==> src/rtl/ctrl_pipe_chain_pkg.sv <==
// ctrl_pipe_chain_pkg
//   Shared encoding for control-bundle pipeline registers. Every pipeline
//   boundary imports this package, so the bundle layout and the bubble value
//   are the same everywhere in the datapath.
//   Contents:
//     - field positions of the default MEM->WB bundle {mem_to_reg[1:0], reg_write}
//     - BUBBLE_DEFAULT: bundle value with every write disabled
//     - count_ones(): population count used for pipeline occupancy
package ctrl_pipe_chain_pkg;

  localparam int CTRL_W_DEFAULT = 3;
  localparam int MEM_TO_REG_MSB = 2;
  localparam int MEM_TO_REG_LSB = 1;
  localparam int REG_WRITE_BIT  = 0;

  // Upper bound on pipeline depth that count_ones() can handle.
  localparam int MAX_STAGES = 64;

  localparam logic [CTRL_W_DEFAULT-1:0] BUBBLE_DEFAULT = '0;

  typedef struct packed {
    logic [1:0] mem_to_reg;
    logic       reg_write;
  } mem_wb_ctrl_t;

  function automatic int count_ones(input logic [MAX_STAGES-1:0] v);
    int n;
    n = 0;
    for (int i = 0; i < MAX_STAGES; i++) begin
      n += int'(v[i]);
    end
    return n;
  endfunction

endpackage

==> src/rtl/ctrl_pipe_chain_stage.sv <==
// ctrl_pipe_stage
//   One {valid, ctrl} register of the control pipeline.
//   Per-edge priority: rst > flush > hold > load.
//   Ports:
//     clk, rst     clock and synchronous active-high reset
//     flush        turn this stage into a bubble at this edge
//     hold         keep current contents (global stall)
//     load_valid   valid bit of the entry offered by the previous stage/input
//     load_ctrl    control bundle of that entry
//     valid, ctrl  registered contents of this stage
module ctrl_pipe_stage #(
  parameter int                CTRL_W = 3,
  parameter logic [CTRL_W-1:0] BUBBLE = {CTRL_W{1'b0}}
) (
  input  logic              clk,
  input  logic              rst,
  input  logic              flush,
  input  logic              hold,
  input  logic              load_valid,
  input  logic [CTRL_W-1:0] load_ctrl,
  output logic              valid,
  output logic [CTRL_W-1:0] ctrl
);

  // An invalid entry always stores BUBBLE, so the ctrl register never holds
  // stale or unknown write enables behind a cleared valid bit.
  always_ff @(posedge clk) begin
    if (rst || flush) begin
      valid <= 1'b0;
      ctrl  <= BUBBLE;
    end else if (!hold) begin
      valid <= load_valid;
      ctrl  <= load_valid ? load_ctrl : BUBBLE;
    end
  end

endmodule

==> src/rtl/ctrl_pipe_chain.sv <==
// ctrl_pipe_chain
//   Multi-stage control-signal pipeline register with global stall,
//   per-stage flush, masked output and occupancy count.
//   Ports:
//     clk, rst      clock and synchronous active-high reset
//     stall         hold every stage; in_* is dropped
//     flush[k]      stage k becomes a bubble at this edge
//     in_valid      incoming bundle is a real instruction
//     in_ctrl       incoming control bundle
//     out_valid     valid bit of the last stage
//     out_ctrl      last-stage bundle, BUBBLE when out_valid=0
//     stage_valid   valid bit of every stage
//     occupancy     number of valid stages (0..STAGES)
module ctrl_pipe_chain
  import ctrl_pipe_chain_pkg::*;
#(
  parameter int                CTRL_W = 3,
  parameter int                STAGES = 1,
  parameter logic [CTRL_W-1:0] BUBBLE = {CTRL_W{1'b0}},
  localparam int               OCC_W  = $clog2(STAGES + 1)
) (
  input  logic              clk,
  input  logic              rst,
  input  logic              stall,
  input  logic [STAGES-1:0] flush,
  input  logic              in_valid,
  input  logic [CTRL_W-1:0] in_ctrl,
  output logic              out_valid,
  output logic [CTRL_W-1:0] out_ctrl,
  output logic [STAGES-1:0] stage_valid,
  output logic [OCC_W-1:0]  occupancy
);

  logic [STAGES-1:0] valid_q;
  logic [CTRL_W-1:0] ctrl_q [STAGES];

  // Stage 0 loads from the input, every later stage from its predecessor.
  // A flush on stage k only clears k; stage k's old contents still move on.
  for (genvar k = 0; k < STAGES; k++) begin : g_stage
    if (k == 0) begin : g_first
      ctrl_pipe_stage #(
        .CTRL_W (CTRL_W),
        .BUBBLE (BUBBLE)
      ) u_stage (
        .clk        (clk),
        .rst        (rst),
        .flush      (flush[k]),
        .hold       (stall),
        .load_valid (in_valid),
        .load_ctrl  (in_ctrl),
        .valid      (valid_q[k]),
        .ctrl       (ctrl_q[k])
      );
    end else begin : g_next
      ctrl_pipe_stage #(
        .CTRL_W (CTRL_W),
        .BUBBLE (BUBBLE)
      ) u_stage (
        .clk        (clk),
        .rst        (rst),
        .flush      (flush[k]),
        .hold       (stall),
        .load_valid (valid_q[k-1]),
        .load_ctrl  (ctrl_q[k-1]),
        .valid      (valid_q[k]),
        .ctrl       (ctrl_q[k])
      );
    end
  end

  // Masking here is a second line of defence: no write enable can leave
  // the block from a slot whose valid bit is clear.
  always_comb begin
    out_valid   = valid_q[STAGES-1];
    out_ctrl    = valid_q[STAGES-1] ? ctrl_q[STAGES-1] : BUBBLE;
    stage_valid = valid_q;
    occupancy   = OCC_W'(count_ones(MAX_STAGES'(valid_q)));
  end

endmodule

==> config.mk <==
export PLATFORM = sky130hd
export DESIGN_NAME = ctrl_pipe_chain
export DESIGN_NICKNAME = d
export VERILOG_FILES = /design/src/rtl/ctrl_pipe_chain_pkg.sv /design/src/rtl/ctrl_pipe_chain_stage.sv /design/src/rtl/ctrl_pipe_chain.sv
export SDC_FILE = /design/constraint.sdc
export NUM_CORES = 1
export LEC_CHECK = 0
export BUFFER_PORTS_ARGS = -buffer_cell sky130_fd_sc_hd__buf_2
export CAP_MARGIN = 15
export CORE_AREA = 2 2 39 41
export CTS_CLUSTER_SIZE = 16
export DETAILED_ROUTE_END_ITERATION = 8
export DIE_AREA = 0 0 41 43
export GPL_TIMING_DRIVEN = 0
export MAX_ROUTING_LAYER = met4
export PLACE_DENSITY_LB_ADDON = 0.15
export SYNTH_ARGS = -nofsm -noshare
export SYNTH_HDL_FRONTEND = slang
export SYNTH_SLANG_ARGS = --single-unit
==> constraint.sdc <==
create_clock -name clk -period 1.4 [get_ports clk]
set_input_delay 0.21 -clock clk [delete_from_list [all_inputs] [get_ports clk]]
set_output_delay 0.21 -clock clk [all_outputs]
set_load 0.01 [all_outputs]
==> results by stage <==
Status:
- The flow ran to the end, and the final reports show no timing, DRC or antenna violations.

Synthesis:
- The cell count after synthesis is 21.
- The xor/xnor share of the synthesized area is 0.
- The library cell occupying the most area in the post-synthesis netlist is sky130_fd_sc_hd__dfxtp_1.
- The number of nets in the synthesized netlist is 29.
- The post-synthesis cell area is 183 um^2.
- The synthesized area per cell is a little under 9 um^2.
- The simple-gate share of the synthesized area is 0.342.
- The flip-flop and latch count after synthesis is 4.
- The synthesized-area fraction occupied by ao, oa, aoi and oai cells is 0.0822.
- The portion of synthesized area spent on multiplexers is 0.0548.
- Yosys printed 0 warnings.
- By area the synthesized netlist is led by sky130_fd_sc_hd__dfxtp_1, sky130_fd_sc_hd__nand3b_1, sky130_fd_sc_hd__and2_1.
- For this run, the register share of the synthesized area comes to 0.438.
- After synthesis, the largest family of logic cells by area is simple AND/OR/NAND/NOR gates.
- The distinct cell type count after synthesis is 9.
- Of the post-synthesis cell area, the dominant cell type holds 0.438.
- The area share of fa/ha/maj cells after synthesis is 0.

Setup path:
- The sort of element at the end of the critical path is an output pin.
- The required time reported for the critical path endpoint is between 1 and 1.5 ns.
- The critical path goes through and2_1, buf_2.
- The count of buffering cells on the critical path with inverters included is 1.
- The critical path is of the reg -> out type.
- The worst reg-to-reg path cell count is 2.
- The slowest stage of the critical path is the sky130_fd_sc_hd__dfxtp_1 cell.
- The worst register-to-register path ends at g_stage[0].g_first.u_stage.valid$_SDFFE_PP0N_.
- Across all register-to-register paths, the minimum setup slack is 0.76 ns.
- The data arrival time of the worst path is 0.91 ns.
- The largest stage delay on the critical path is 0.40 ns.
- The launching element type of the critical path is a register.
- In this design, the largest share of critical-path delay is due to flip-flops.
- The maximum fanout count along the critical path is 7.
- The worst flop-to-flop path startpoint is g_stage[0].g_first.u_stage.valid$_SDFFE_PP0N_.

Final layout:
- The share of post-route cells with drive strength above 1 is 0.486.
- In the layout the commonest cells are sky130_fd_sc_hd__buf_2, sky130_fd_sc_hd__dfxtp_1.
- In the final design database the tool counted 47 nets.
- Compared with the post-synthesis result, the final layout area differs by 58.9%.
- Leaving out fill and tap cells, the most frequent cell in the layout is sky130_fd_sc_hd__buf_2.
- The number of antenna cells inserted is 0.

Timing:
- The smallest clock period supported by the final layout is computed as 1.12 ns.
- The number of hold violations in the final report is 0.
- At the pin with the least slew margin, the transition time is 0.179 ns.
- Dividing the final minimum period by the clock period gives 0.802.
- The final sum of negative setup slack is 0 ns.
- The maximum operating frequency is slightly below 900 MHz.
- The worst max-slew margin expressed relative to the limit is 0.881.
- The setup clock skew after layout is 0 ns.
- Setup repair after global routing left no endpoint under its margin.
- The setup-violating endpoint count in the final report is 0.
- The number of slew-limit violations in the final report is 0.

Die:
- The initial utilization of the core area, before any placement, comes to 0.132.
- Measured along the y axis, the die boundary spans around 43 um.
- The number of top-level design ports is 14.
- The total number of placement rows is 14.
- The placeable core region is between 1000 and 1500 um^2.
- The die covers 1760 um^2.
- The die is 41 um wide.

Min path:
- The path category of the worst min-delay check is in -> reg.
- The worst hold path passes through 3 cells.
- The terminating pin of the worst hold path is g_stage[0].g_first.u_stage.ctrl[1]$_SDFFE_PP0N_.
- The worst hold path begins at in_ctrl[1].

Routing:
- The wire length reported by the detailed router is about 450 um.
- The total number of vias is 193.
- For this run, the detailed router's first-pass iteration total came to 1.
- The average wire per cell in the routed design is 8.47 um.
- After detailed routing, the number of vias per cell comes to 3.64.
- The number of nets with antenna violations after routing is 0.
- After detailed routing, the number of remaining DRC violations is 0.
- The number of violations reported at the end of detailed-routing iteration 0 is 0.

GRT:
- The global router's overall resource usage is 0.0732.
- The number of global-route vias before repair is 182.
- The largest net degree at the start of global routing is 8.
- The first global-routing pass estimated approximately 710 um of wire.
- The number of antenna violations at the first check in global routing came to 0.
- The total congestion overflow after global routing is 0.

Power:
- For this design the ratio of total power to cell area is about 1000 nW/um^2.
- The leakage power total is 0.143 nW.
- The maximum ir drop on the vdd rail is 0.000200 V.
- Total power for the finished layout comes to 296 uW.

CTS:
- The count of hold buffers inserted by post-cts repair is 0.
- Clock tree synthesis inserted a total of 3 buffers.
- The clock latency on the worst-skew pair is approximately 0.24 ns.
- Counting every sink on the clock net gives 4.
- The master cell of the clock root buffer is sky130_fd_sc_hd__clkbuf_4.
- Post-CTS timing repair inserted 0 buffers for setup.
- The maximum buffer depth of the clock tree is 2.
- The clock edge transition at the registers on the reported setup and hold paths is 0.04 ns.
- The deepest level of the CTS H-tree is 1.
- The total of cells resized after clock tree synthesis is 0.
- TritonCTS built the clock tree.

Placed design:
- The final weighted congestion of routability-driven global placement is between 0.6 and 0.7.
- During placement, the flow inserted port buffers numbering 13.

Job:
- Max-cap violations in this run came to 0.
## metrics by stage
step | utilization | setup slack [ns] | cell area [um^2] | hold slack, ns | cells
final | 0.210 | 0.277 | 290 | 0.242 | 53
after global routing | 0.210 | 0.204 | 290 | 0.261 | 53
after CTS | 0.210 | 0.253 | 290 | 0.234 | 53
after detailed placement | 0.193 | 0.518 | 268 | 0.450 | 50
after global placement | 0.193 | 0.533 | 268 | 0.435 | 50
after floorplan | - | 0.575 | 183 | 0.346 | 21
## where the power goes
group | internal [mW] | leakage, nW | switching [mW] | total [mW]
Combinational | 0.0160 | 0.0971 | 0.0121 | 0.0281
Clock | 0.0962 | 0.0138 | 0.0524 | 0.149
Sequential | 0.117 | 0.0325 | 0.00199 | 0.119
## Yosys cell counts, drive strengths merged
cell type	count
a21oi	3
buf	2
and2	3
nand2	3
dfxtp	4
mux2i	1
nand3b	3
or2	1
nor2	1
## worst register-to-register path, stage by stage (launching register included)
cell and delay, ns:
sky130_fd_sc_hd__dfxtp_1 0.34, sky130_fd_sc_hd__mux2i_1 0.14, sky130_fd_sc_hd__nor2_1 0.05
## how the worst max path moves through the flow
stage	startpoint	end	slack, ns	depth (start not counted)
global placement	g_stage[0].g_first.u_stage.valid$_SDFFE_PP0N_	out_ctrl[1]	0.53	2
finish	g_stage[0].g_first.u_stage.valid$_SDFFE_PP0N_	out_ctrl[0]	0.28	2
detailed placement	g_stage[0].g_first.u_stage.valid$_SDFFE_PP0N_	out_ctrl[0]	0.52	2
global route	g_stage[0].g_first.u_stage.valid$_SDFFE_PP0N_	out_ctrl[0]	0.20	2
CTS	g_stage[0].g_first.u_stage.valid$_SDFFE_PP0N_	out_ctrl[0]	0.25	2
floorplan	g_stage[0].g_first.u_stage.valid$_SDFFE_PP0N_	out_ctrl[0]	0.58	1
## final cells by class
| cell class | count | area (um^2) |
|---|---|---|
| fill | 166 | 1090 |
| timing repair buffer | 13 | 65.1 |
| multi-input combinational | 15 | 87.6 |
| buffer | 2 | 15.0 |
| clock buffer | 3 | 22.5 |
| tap | 16 | 20.0 |
| sequential | 4 | 80.1 |
## kinds of logic after synthesis
kind of cell / Yosys count
compound gates: 3
simple gates: 11
mux: 1
buf+inv: 2
flops: 4
## per-layer routing
layer  wire [um]  global-route usage  share of wire  vias up
met5           0                   -              0        -
met4          34               0.120          0.076        0
met3          34              0.0314          0.076        3
met2         239              0.0938           0.53       10
met1         141              0.0550           0.31       80
li1            -                   -              -      100
## state kept, by name (all words and copies together), names as in the netlist
signal	count
g_stage.g_first.u_stage.ctrl	3
g_stage.g_first.u_stage.valid	1
Note: power is estimated with default switching activity, not from simulation.
